File: src/rtl/shift_restore_unit.sv
// Serial shifter: captures a word and a shift count, then shifts one bit per
// cycle until the count runs out, with a start/busy/done handshake.
module shift_restore_unit #(
    parameter int DATA_W = 16,
    parameter int CNT_W  = 5
) (
    input  logic              clk,
    input  logic              rst,
    input  logic              start,
    input  logic              dir,
    input  logic [CNT_W-1:0]  shift_amt,
    input  logic [DATA_W-1:0] data_in,
    output logic              busy,
    output logic              done,
    output logic [DATA_W-1:0] data_out,
    output logic [CNT_W-1:0]  bits_left,
    output logic              cnt_zero
);

    // state    | meaning
    // ST_IDLE  | waiting for start, registers hold last result
    // ST_SHIFT | one single-bit shift per cycle, bits_left counts down
    // ST_DONE  | one-cycle done pulse, data_out holds final value
    typedef enum logic [1:0] {
        ST_IDLE  = 2'd0,
        ST_SHIFT = 2'd1,
        ST_DONE  = 2'd2
    } state_t;

    state_t             state_q;
    state_t             state_d;
    logic               dir_q;
    logic               dir_d;
    logic [DATA_W-1:0]  data_d;
    logic [CNT_W-1:0]   bits_d;
    logic               busy_d;
    logic               done_d;

    always_comb begin
        state_d = state_q;
        dir_d   = dir_q;
        data_d  = data_out;
        bits_d  = bits_left;
        unique case (state_q)
            ST_IDLE: begin
                if (start) begin
                    data_d  = data_in;
                    bits_d  = shift_amt;
                    dir_d   = dir;
                    state_d = (shift_amt != '0) ? ST_SHIFT : ST_DONE;
                end
            end
            ST_SHIFT: begin
                data_d = dir_q ? (data_out >> 1) : (data_out << 1);
                // Guarded decrement so the counter can never wrap.
                if (bits_left != '0) begin
                    bits_d = bits_left - CNT_W'(1);
                end
                if (bits_left <= CNT_W'(1)) begin
                    state_d = ST_DONE;
                end
            end
            ST_DONE: begin
                state_d = ST_IDLE;
            end
            default: begin
                state_d = ST_IDLE;
            end
        endcase
        // Outputs are registered from the next state so they align with it.
        busy_d = (state_d != ST_IDLE);
        done_d = (state_d == ST_DONE);
    end

    always_ff @(posedge clk) begin
        if (rst) begin
            state_q   <= ST_IDLE;
            dir_q     <= 1'b0;
            data_out  <= '0;
            bits_left <= '0;
            busy      <= 1'b0;
            done      <= 1'b0;
        end else begin
            state_q   <= state_d;
            dir_q     <= dir_d;
            data_out  <= data_d;
            bits_left <= bits_d;
            busy      <= busy_d;
            done      <= done_d;
        end
    end

    assign cnt_zero = ~|bits_left;

endmodule

File: config.mk
export PLATFORM = sky130hd
export DESIGN_NAME = shift_restore_unit
export DESIGN_NICKNAME = d
export VERILOG_FILES = /design/src/rtl/shift_restore_unit.sv
export SDC_FILE = /design/constraint.sdc
export NUM_CORES = 1
export LEC_CHECK = 0
export CAP_MARGIN = 5
export CORE_ASPECT_RATIO = 2
export CORE_UTILIZATION = 35
export CTS_BUF_LIST = sky130_fd_sc_hd__clkbuf_4 sky130_fd_sc_hd__clkbuf_8
export CTS_CLUSTER_DIAMETER = 40
export DETAILED_ROUTE_END_ITERATION = 12
export GPL_TIMING_DRIVEN = 0
export HOLD_SLACK_MARGIN = 0.08
export PLACE_DENSITY_LB_ADDON = 0.05
export SETUP_SLACK_MARGIN = 0.02
export SKIP_LAST_GASP = 1
export SLEW_MARGIN = 20
export SYNTH_ARGS = -nofsm -noshare
export SYNTH_HDL_FRONTEND = slang
export SYNTH_SLANG_ARGS = --single-unit
File: constraint.sdc
create_clock -name clk -period 3.7 [get_ports clk]
set_input_delay 0.37 -clock clk [delete_from_list [all_inputs] [get_ports clk]]
set_output_delay 0.37 -clock clk [all_outputs]
set_load 0.05 [all_outputs]
==> flow_results.org, run 1 <==
** Worst hold path
- Hold Path Sink :: data_out[14]
- The worst hold path begins at data_out[14].
- Hold Path Cell Cnt :: 2
- Kind of path behind the tightest hold check :: register to register

** Floorplan
- Core outline area :: slightly below 0.004 mm2
- In this run the core area contains 32 standard-cell rows.
- The floorplan step defined a die boundary enclosing 0.00446 mm2.
- Die outline height :: approximately 93 um
- Starting Density :: 0.373
- Measured along the x axis, the die boundary spans roughly 48 um.
- Total I/O pin count :: ~50

** Setup path
- Data arrives at the worst endpoint at 2.01 ns.
- Kind of start point of the critical path :: register
- Max FO, Critical Path :: 6
- Worst reg-to-reg path cell count :: 5
- For the worst setup path, the data required time is 3.33 ns.
- Reg-to-reg critical path endpoint :: bits_left[2]
- R2r startpoint :: bits_left[0]
- Startpoint-to-endpoint class of the critical path :: register to output port
- Setup slack on the worst flop-to-flop path :: ~2.2 ns
- STA classifies the critical path endpoint as an output port.

** Yosys
- Number of enable-type register cells in the synthesized netlist :: 0
- FFs w/ async S/R, synth :: 0
- Yosys mapped the design onto 30 distinct sky130hd cell types.
- Share of the yosys chip area belonging to registers :: 0.356
- The most used flip-flop cell after synthesis is dfxtp_1.
- After synthesis, the mean cell area works out to ~8.4 um2.
- When the netlist entered floorplanning its net count stood at slightly above 200.
- For this run, the number of Yosys warnings is 0.
- After synthesis the cells add up to about 0.0015 mm2.
- The cell count after synthesis came out at 175.
- Synthesis inferred 26 register bits.

** Layout
- The repair_antennas step left the layout with diodes totalling 0.
- Final core area utilization :: 0.523
- Area used by multi-input combinational logic :: about 840 um2
- Area delta synth->final :: 40.3%
- Registers take ~520 um2.
- Final Instance Area :: between 0.002 and 0.0025 mm2
- Of the cells placed in the final design, the portion with a size suffix greater than 1 is 0.0973.
- Leaving out fill and tap cells, the most frequent cells in the layout are clkdlybuf4s50_1, nand2_1, dfxtp_1, a21oi_1, o211ai_1.
- Leaving out fill and tap cells, the most frequent cell in the layout is clkdlybuf4s50_1.
- Fillers :: ~410
- Final-stage net count :: ~260

** Detailed routing
- Final routed DRC violation total :: 0
- In this run the remaining antenna-violating nets after routing total 0.
- Detail-routed via count per cell :: 5.26
- The final route contains around 1500 vias.
- Wires add up to a little over 4 mm.
- Starting DRC count in detailed routing :: 21
- In the final routed layout, each cell accounts on average for 14.9 um.
- The first detailed-routing pass took 4 iterations.

** Flow run
- Count of maximum capacitance violations :: 0

** Timing
- Adding up every negative setup slack in the final design gives 0 ns.
- Max transition margin :: 0.634
- For the final database, setup skew stands at roughly 0.0036 ns.
- Final setup margin :: around 1.3 ns
- Shortest period the worst path allows :: around 2.4 ns
- Period Utilization, post-route :: 0.642
- The count of endpoints failing hold in the final timing report came to 0.
- Final number of setup-violating endpoints :: 0
- The final number of max-transition violations is 0.
- At the pin with the least slew margin, the transition time is between 0.5 and 0.6 ns.
- RSZ-0062 raised after global routing :: false
- Based on the critical path, the design can be clocked at up to roughly 420 MHz.

** Global route
- Maximum number of pins on one net before global-route repair :: 15
- The via count of the first global-routing pass came to approximately 1500.
- Sum of overflow across all layers after global routing :: 0
- The first global-routing pass estimated 6.56 mm of wire.
- The initial antenna violation count was 0.
- Aggregate global-route resource usage :: 0.203

** Run status
- Result of the run :: complete, no violations

** Clock tree
- CTS tree :: yes
- Count of hold-fix buffers inserted at cts :: 0
- Number of H-tree branching levels :: 1
- Number of resized instances in the post-cts repair step :: 0
- Post-CTS Setup Bufs :: 0
- Worst-Skew Late Latency :: about 0.27 ns
- Clock-pin slew was measured on the worst setup and hold paths at ~0.090 ns.
- In this run, CTS created clock tree buffers numbering 3.
- The clock passes through at most 2 buffers.
- Library cell used as clock root buffer :: clkbuf_8
- The clock drives 26 sinks.

** Place
- The count of buffers added on input and output ports is 47.
- DPL Wire Length :: 3.20 mm
- Final weighted congestion in routability-driven placement :: about 0.79
- Worst setup timing slack at the placement stage :: around 1.6 ns
- After detailed placement, the total cell area comes to between 0.0015 and 0.002 mm2.

** Pwr
- Power comes to 1.01 mW.
- Static leakage :: 0.720 nW
- IR analysis of the VDD net gives a maximum drop of between 0.2 and 0.3 mV.
- Power per cell area :: ~500 mW/mm2
-- report_power, final --
group | internal [mW] | total [mW] | switching (mW)
clock network | 0.0953 | 0.188 | 0.0926
registers | 0.317 | 0.354 | 0.0375
logic | 0.179 | 0.464 | 0.286
total | 0.591 | 1.01 | 0.416
-- how the worst max path moves through the flow --
stage / start / to / slack [ns] / cells past startpoint
2_1_floorplan: bits_left[0] / cnt_zero / 1.89 / 3
3_3_place_gp: bits_left[2] / cnt_zero / 1.64 / 3
3_5_place_dp: bits_left[2] / cnt_zero / 1.63 / 3
4_1_cts: bits_left[2] / cnt_zero / 1.31 / 3
5_1_grt: bits_left[0] / cnt_zero / 1.23 / 4
6_report: bits_left[2] / cnt_zero / 1.32 / 3
-- metrics by stage --
step | hold WS [ns] | std cells
after CTS | 0.494 | 277
after detailed placement | 0.480 | 273
final | 0.491 | 277
after global routing | 0.531 | 277
after floorplan | 0.515 | 175
after global placement | 0.483 | 273
-- critical path: stages, from the launching register on --
cell and delay (ns):
dfxtp_1 0.38, nor3_4 0.38, and2_1 0.18, clkdlybuf4s50_1 0.79
-- layout make-up --
class                           count  share of cell area
Buffer                             14              0.0445
Sequential cell                    26               0.254
Multi-Input combinational cell    133               0.411
Clock buffer                        4              0.0268
Tap cell                           51              0.0311
Inverter                            2             0.00366
Timing Repair Buffer               47               0.229
-- synth_stat cells, types with 3 or more instances --
cell	number	area [um2]
nor3b_1	3	22.5
nor2_1	9	33.8
nand3_1	3	15.0
a211oi_1	4	30.0
ha_1	3	37.5
o21ai_0	5	25.0
buf_4	5	37.5
nand2_1	33	124
clkbuf_1	3	11.3
nor3_1	6	30.0
o211ai_1	16	120
mux2i_1	15	150
dfxtp_1	26	521
buf_2	4	20.0
a21oi_1	20	100
-- flip-flops by register name, summed over array words and instances, names as in the netlist --
register and flops:
data_out 16, bits_left 5, state_q 2, busy 1, dir_q 1, done 1
-- per-layer routing --
layer | wire length [um] | vias to the layer above | global-route usage
met4 | 113 | 0 | 0.102
met2 | 2360 | 47 | 0.372
met5 | 0 | - | 0
met3 | 165 | 11 | 0.0212
li1 | - | 725 | -
met1 | 1500 | 675 | 0.206
-- cells by family (layout without fill, tap and decap cells) --
group | Yosys count | count (layout) | synth area share
compound gates | 53 | 53 | 0.253
fa+ha+maj | 3 | 3 | 0.0257
buf+inv | 16 | 67 | 0.0676
flops | 26 | 26 | 0.356
mux | 15 | 15 | 0.103
simple gates | 62 | 62 | 0.195
No activity file was read; power rests on OpenSTA's default activity.
==> run 2: changes to the inputs <==
clock period = 2.3 ns   (was 3.7 ns; I/O delays follow)
==> run 2 against run 1 <==
- count of clock-buffer cells in the layout unchanged
- clock power increased by 60%
- non-clock buffer count unchanged
- critical endpoint unchanged
==> flow_results.org, run 2 (synthesis results as in run 1) <==
** Setup path
- The kind of critical path is register to output port (unchanged).
- The nature of the critical path startpoint was a register (unchanged).
- The largest fanout on the critical path was 6 (unchanged).
- The slack of the worst reg-to-reg path was 0.78 ns (was 2.18 ns).
- The required time at the worst-slack endpoint is 2.07 ns (was 3.33 ns).
- The launch point of the worst reg-to-reg path was bits_left[0] (unchanged).
- The arrival time of the worst setup path is 1.62 ns (was 2.01 ns).
- The number of cells traversed by the worst register-to-register path is 5 (unchanged).
- Worst Setup End Kind :: output port (unchanged)
- The launching element of the worst setup path is bits_left[2] (unchanged).

** Worst hold path
- Start point of the worst hold path :: rst (was data_out[14])
- The cell count of the worst hold path was 2 (unchanged).
- Kind of path behind the tightest hold check :: input port to register (was register to register)

** Layout
- Register containing the most flip-flops in the final layout :: data_out (unchanged)
- The total inserted antenna cells came to 0 (unchanged).
- Area used by multi-input combinational logic :: 843 um2 (unchanged)
- Ratio of cells with drive above 1 in the final layout :: 0.0973 (unchanged)
- The final-layout fill cell count came to 412 (was 411).
- Final Instance Area :: 0.00205 mm2 (about the same)
- The number of flip-flops in the largest register is 16 (unchanged).
- Commonest cells after routing, fill and taps aside :: clkdlybuf4s50_1, nand2_1, dfxtp_1, a21oi_1, o211ai_1 (unchanged)
- The layout overhead on the synthesized area is 40.5% (was 40.3%).
- The number of non-filler instances in the completed layout came to 277 (unchanged).
- Final core area utilization :: 0.524 (was 0.523)
- FF+latch area :: 520 um2 (unchanged)
- Leading registers by flop count :: data_out x16, bits_left x5, state_q x2 (unchanged)
- The total number of nets in the final design was 255 (unchanged).
- The most common cell after layout, fill and taps aside is clkdlybuf4s50_1 (unchanged).

** Timing
- Total Neg Setup Slack :: 0 ns (unchanged)
- Shortest period the worst path allows :: about 1.8 ns
- The worst setup skew after layout was 0.00332 ns (was 0.00363 ns).
- Count of endpoints failing hold in the final timing report :: 0 (unchanged)
- The headroom to the max-slew limit is 0.634 (about the same).
- For this run, the top clock speed supported by timing is between 500 and 600 MHz.
- The final number of max-transition violations came to 0 (unchanged).
- Period Utilization, post-route :: 0.804
- The transition time at the pin with the least slew margin came to 0.549 ns (about the same).
- Final number of setup-violating endpoints :: 0 (unchanged)
- RSZ-0062 raised after global routing :: false (unchanged)

** Floorplan
- Die X :: 47.7 um (unchanged)
- Starting Density :: 0.373 (unchanged)
- The number of rows created at floorplan was 32 (unchanged).
- Die outline height :: 93.4 um (unchanged)
- Die ar. :: 0.00446 mm2 (unchanged)
- The count of pins on the block boundary is 49 (unchanged).
- Core outline area :: 0.00392 mm2 (unchanged)

** Clock tree
- The total of cells resized after clock tree synthesis came to 0 (unchanged).
- Count of hold-fix buffers inserted at cts :: 0 (unchanged)
- CTS tree :: yes (unchanged)
- The clock slew seen by the registers of the worst setup and hold paths was 0.09 ns (about the same).
- TritonCTS buffer count :: 3 (unchanged)
- The sink count of the clock tree came to 26 (unchanged).
- The clock tree root buffer cell is clkbuf_8 (unchanged).
- The maximum buffer depth of the clock tree is 2 (unchanged).
- The number of buffers inserted by post-CTS setup repair was 0 (unchanged).
- Worst-Skew Late Latency :: 0.27 ns (about the same)
- The count of H-tree levels built during CTS was 1 (unchanged).

** Global route
- The via count of the first global-routing pass was 1515 (unchanged).
- The largest net degree at the start of global routing was 15 (unchanged).
- The total grt overflow is 0 (unchanged).
- First-pass GRT wire length :: 6.56 mm (unchanged)
- The global router's overall resource usage came to 0.203 (unchanged).
- Antenna violations before repair :: 0 (unchanged)

** Place
- Number of buffers inserted by port buffering :: 47 (unchanged)
- Final weighted congestion in routability-driven placement :: 0.790 (unchanged)
- The HPWL after detailed placement was 3.20 mm (unchanged).
- Cell Area, Placed :: 0.00200 mm2 (unchanged)
- Inst Count DP :: 273 (unchanged)

** Pwr
- The reported leakage power is 0.731 nW (was 0.720 nW).
- Power per cell area :: 786 mW/mm2 (was 491 mW/mm2)
- The overall power of the completed layout came to 1.62 mW (was 1.01 mW).
- Peak ir drop on the vdd network :: 0.452 mV (was 0.284 mV)

** Flow run
- The reported max-cap violation count was 0 (unchanged).

** Detailed routing
- The initial DRC count is 20 (was 21).
- The via total after detailed routing came to 1455 (was 1458).
- The length of the first detailed-routing pass in iterations is 4 (unchanged).
- Wirelength, routed :: 4.10 mm (was 4.14 mm)
- The residual antenna-violating net count after detailed routing was 0 (unchanged).
- Detail-routed via count per cell :: 5.25 (was 5.26)
- DR WL/cell :: 14.8 um (was 14.9 um)
- The number of DRC violations after detailed routing is 0 (unchanged).

** Run status
- Result of the run: complete, no violations (unchanged).
run 2: layout make-up:
cell class                 instances  share of cell area
tap                               51              0.0311
sequential                        26               0.253
multi-input combinational        133               0.410
inverter                           2             0.00365
buffer                            14              0.0445
clock buffer                       4              0.0268
timing repair buffer              47               0.230
run 2: final timing paths:
kind                                      to
worst max-delay path                cnt_zero
worst min-delay path            bits_left[0]
worst max register to register  bits_left[2]
worst min register to register  data_out[14]
run 2: worst max-delay path, cell delays in order (launching register included):
cell and delay (ns):
dfxtp_1 0.38, nor3_4 0.38, and2_1 0.17, dlymetal6s2s_1 0.41
run 2: power breakdown:
| group | switching (mW) | internal, mW | total (mW) |
|---|---|---|---|
| clock | 0.147 | 0.153 | 0.301 |
| combinational | 0.458 | 0.287 | 0.745 |
| sequential | 0.0603 | 0.509 | 0.570 |
| total | 0.666 | 0.950 | 1.62 |
run 2: layer usage:
metal	global-route usage	vias up	wire, um
met3	0.0212	11	152
met2	0.372	47	2370
li1	-	727	-
met1	0.206	670	1470
met5	0	-	0
met4	0.102	0	112
run 2: metrics by stage:
step / setup WS, ns / hold WS [ns]
global placement: 0.380 / 0.483
CTS: 0.0514 / 0.384
floorplan: 0.557 / 0.377
global route: 0.360 / 0.394
detailed placement: 0.369 / 0.480
finish: 0.451 / 0.373
==> run 3: changes to the inputs <==
clock period = 1.5 ns   (was 2.3 ns; I/O delays follow)
==> run 3 against run 2 <==
- sequential share of layout area about the same
- critical endpoint unchanged
- largest cell class unchanged
- global-route usage is 0.47 points lower
- clock skew up 0.0074 ns
- hold slack lost 0.077 ns
- combinational power increased by 54%
- highest routed layer unchanged
- wire length increased by 1.9%
==> flow_results.org, run 3 (synthesis results as in run 1) <==
** Timing
- The transition time at the pin with the least slew margin is 0.545 ns (was 0.549 ns).
- Final number of setup-violating endpoints :: 0 (unchanged)
- The count of endpoints failing hold in the final timing report is 0 (unchanged).
- Static timing analysis puts the maximum clock frequency at 697 MHz.
- RSZ-0062 raised after global routing: true (was false).
- The final number of max-transition violations is 0 (unchanged).
- Clk_skew :: 0.0108 ns (was 0.00332 ns)
- Final setup margin :: 0.0654 ns (was 0.451 ns)
- In the finished design, the share of the clock period the worst path needs comes to 0.956.
- The routed design could run at a clock period as short as about 1.4 ns.
- Max transition margin :: 0.637 (was 0.634)
- The final setup TNS was 0 ns (unchanged).

** Detailed routing
- The residual antenna-violating net count after detailed routing was 0 (unchanged).
- Vias :: 1447 (was 1455)
- The initial DRC count came to 17 (was 20).
- First-pass iteration count of the detailed router :: 4 (unchanged)
- Final routed DRC violation total :: 0 (unchanged)
- The mean number of vias per cell came to 5.19 (was 5.25).
- The average wire per standard cell was 15.0 um (was 14.8 um).
- The total wirelength of the detailed-routed design came to 4.18 mm (was 4.10 mm).

** Flow run
- The reported max-cap violation count came to 0 (unchanged).

** Layout
- Commonest cells after routing, fill and taps aside :: nand2_1, dfxtp_1, clkdlybuf4s50_1, dlygate4sd2_1, a21oi_1 (was clkdlybuf4s50_1, nand2_1, dfxtp_1, a21oi_1, o211ai_1)
- Register containing the most flip-flops in the final layout :: data_out (unchanged)
- Flip-flop count of the largest register after layout :: 16 (unchanged)
- Area delta synth->final :: 42.0% (was 40.5%)
- The most common cell after layout, fill and taps aside is nand2_1 (was clkdlybuf4s50_1).
- ANT cells :: 0 (unchanged)
- Final-stage net count :: 257 (was 255)
- Fillers :: 417 (was 412)
- Leading registers by flop count: data_out x16, bits_left x5, state_q x2 (unchanged).
- The fraction of layout cells with a size suffix above 1 was 0.132 (was 0.0973).

** Place
- The final weighted congestion in routability-driven placement came to 0.802 (was 0.790).
- Worst setup timing slack at the placement stage :: -0.319 ns (was 0.369 ns)
- The HPWL after detailed placement is 3.22 mm (was 3.20 mm).
- The number of buffer cells added on primary ports was 47 (unchanged).

** Setup path
- Crit path required time :: 1.35 ns (was 2.07 ns)
- Kind of start point of the critical path :: register (unchanged)
- The kind of critical path is register to output port (unchanged).
- Arrival @ worst endpoint :: 1.28 ns (was 1.62 ns)
- Max FO, Critical Path :: 4 (was 6)
- Worst Setup End Kind :: output port (unchanged)

** Clock tree
- CTS tree :: yes (unchanged)
- The sink count of the clock tree came to 26 (unchanged).
- The count of H-tree levels built during CTS came to 1 (unchanged).
- TritonCTS buffer count :: 3 (unchanged)
- The clock tree root buffer cell was clkbuf_8 (unchanged).
- The clock slew seen by the registers of the worst setup and hold paths was 0.09 ns (about the same).
- Worst-Skew Late Latency :: 0.27 ns (about the same)
- The maximum buffer depth of the clock tree is 2 (unchanged).
- Count of hold-fix buffers inserted at cts :: 0 (unchanged)

** Global route
- The global router's overall resource usage is 0.199 (was 0.203).
- The via count of the first global-routing pass is 1432 (was 1515).
- First-pass GRT wire length :: 6.46 mm (was 6.56 mm)
- The largest net degree at the start of global routing came to 15 (unchanged).
- Sum of overflow across all layers after global routing :: 0 (unchanged)
- The initial antenna violation count is 0 (unchanged).

** Floorplan
- The die area was 0.00446 mm2 (unchanged).
- Die outline height :: 93.4 um (unchanged)
- Core outline area :: 0.00392 mm2 (unchanged)
- The chip width came to 47.7 um (unchanged).
- Standard-cell row count :: 32 (unchanged)
- The count of pins on the block boundary is 49 (unchanged).
- The initial cell density of the core was 0.373 (unchanged).

** Pwr
- Power per cell area :: 1170 mW/mm2 (was 786 mW/mm2)
- Static leakage :: 0.818 nW (was 0.731 nW)
- The worst IR drop on VDD came to 0.616 mV (was 0.452 mV).

** Run status
- Result of the run :: complete, no violations (unchanged)

** Worst hold path
- Kind of path behind the tightest hold check :: input port to register (unchanged)
## run 3: worst paths after layout
path              slack, ns  depth (start not counted)            to         start
setup / recovery       0.07                          4      cnt_zero  bits_left[0]
hold reg to reg        0.48                          2  bits_left[1]  bits_left[1]
hold / removal         0.30                          2  bits_left[0]           rst
setup reg to reg       0.09                          5  bits_left[3]  bits_left[0]
## run 3: what timing repair did
item | CTS | global route
pin swaps | 0 | 1
setup endpoints to repair | 24 | 16
setup buffers | 0 | 2
cloned | 0 | 0
gates resized for setup | 28 | 13
endpoints found under the hold margin | 0 | 0
## run 3: layout make-up
class,count,area (um2),area share
tap,51,63.8,0.0307
inverter,2,11.3,0.00542
clock buffer,4,48.8,0.0235
timing repair buffer,49,458,0.220
multi-input combinational,133,861,0.414
sequential,26,527,0.254
buffer,14,108,0.0518
## run 3: layer usage
| metal | vias up | GRT usage | routed length (um) |
|---|---|---|---|
| met1 | 676 | 0.199 | 1520 |
| met4 | 0 | 0.0602 | 55 |
| li1 | 733 | - | - |
| met3 | 4 | 0.0232 | 111 |
| met2 | 34 | 0.383 | 2490 |
| met5 | - | 0 | 0 |
## run 3: per-stage QoR
step	cells	power [mW]	util	hold slack [ns]	instance area, um2
4_1_cts	277	2.40	0.514	0.302	2020
5_1_grt	279	2.58	0.529	0.310	2080
3_3_place_gp	273	2.03	0.511	0.469	2000
2_1_floorplan	175	1.67	-	0.297	1470
3_5_place_dp	273	2.04	0.511	0.469	2000
6_report	279	2.44	0.529	0.296	2080
## run 3: worst max-delay path, cell delays in order, from the launching register on
cell and delay (ns):
dfxtp_4 0.39, clkinvlp_4 0.14, ha_4 0.20, and2_1 0.14, buf_6 0.15
## run 3: where the power goes
part / internal [mW] / switching (mW)
sequential: 0.785 / 0.0896
combinational: 0.425 / 0.721
clock: 0.208 / 0.212
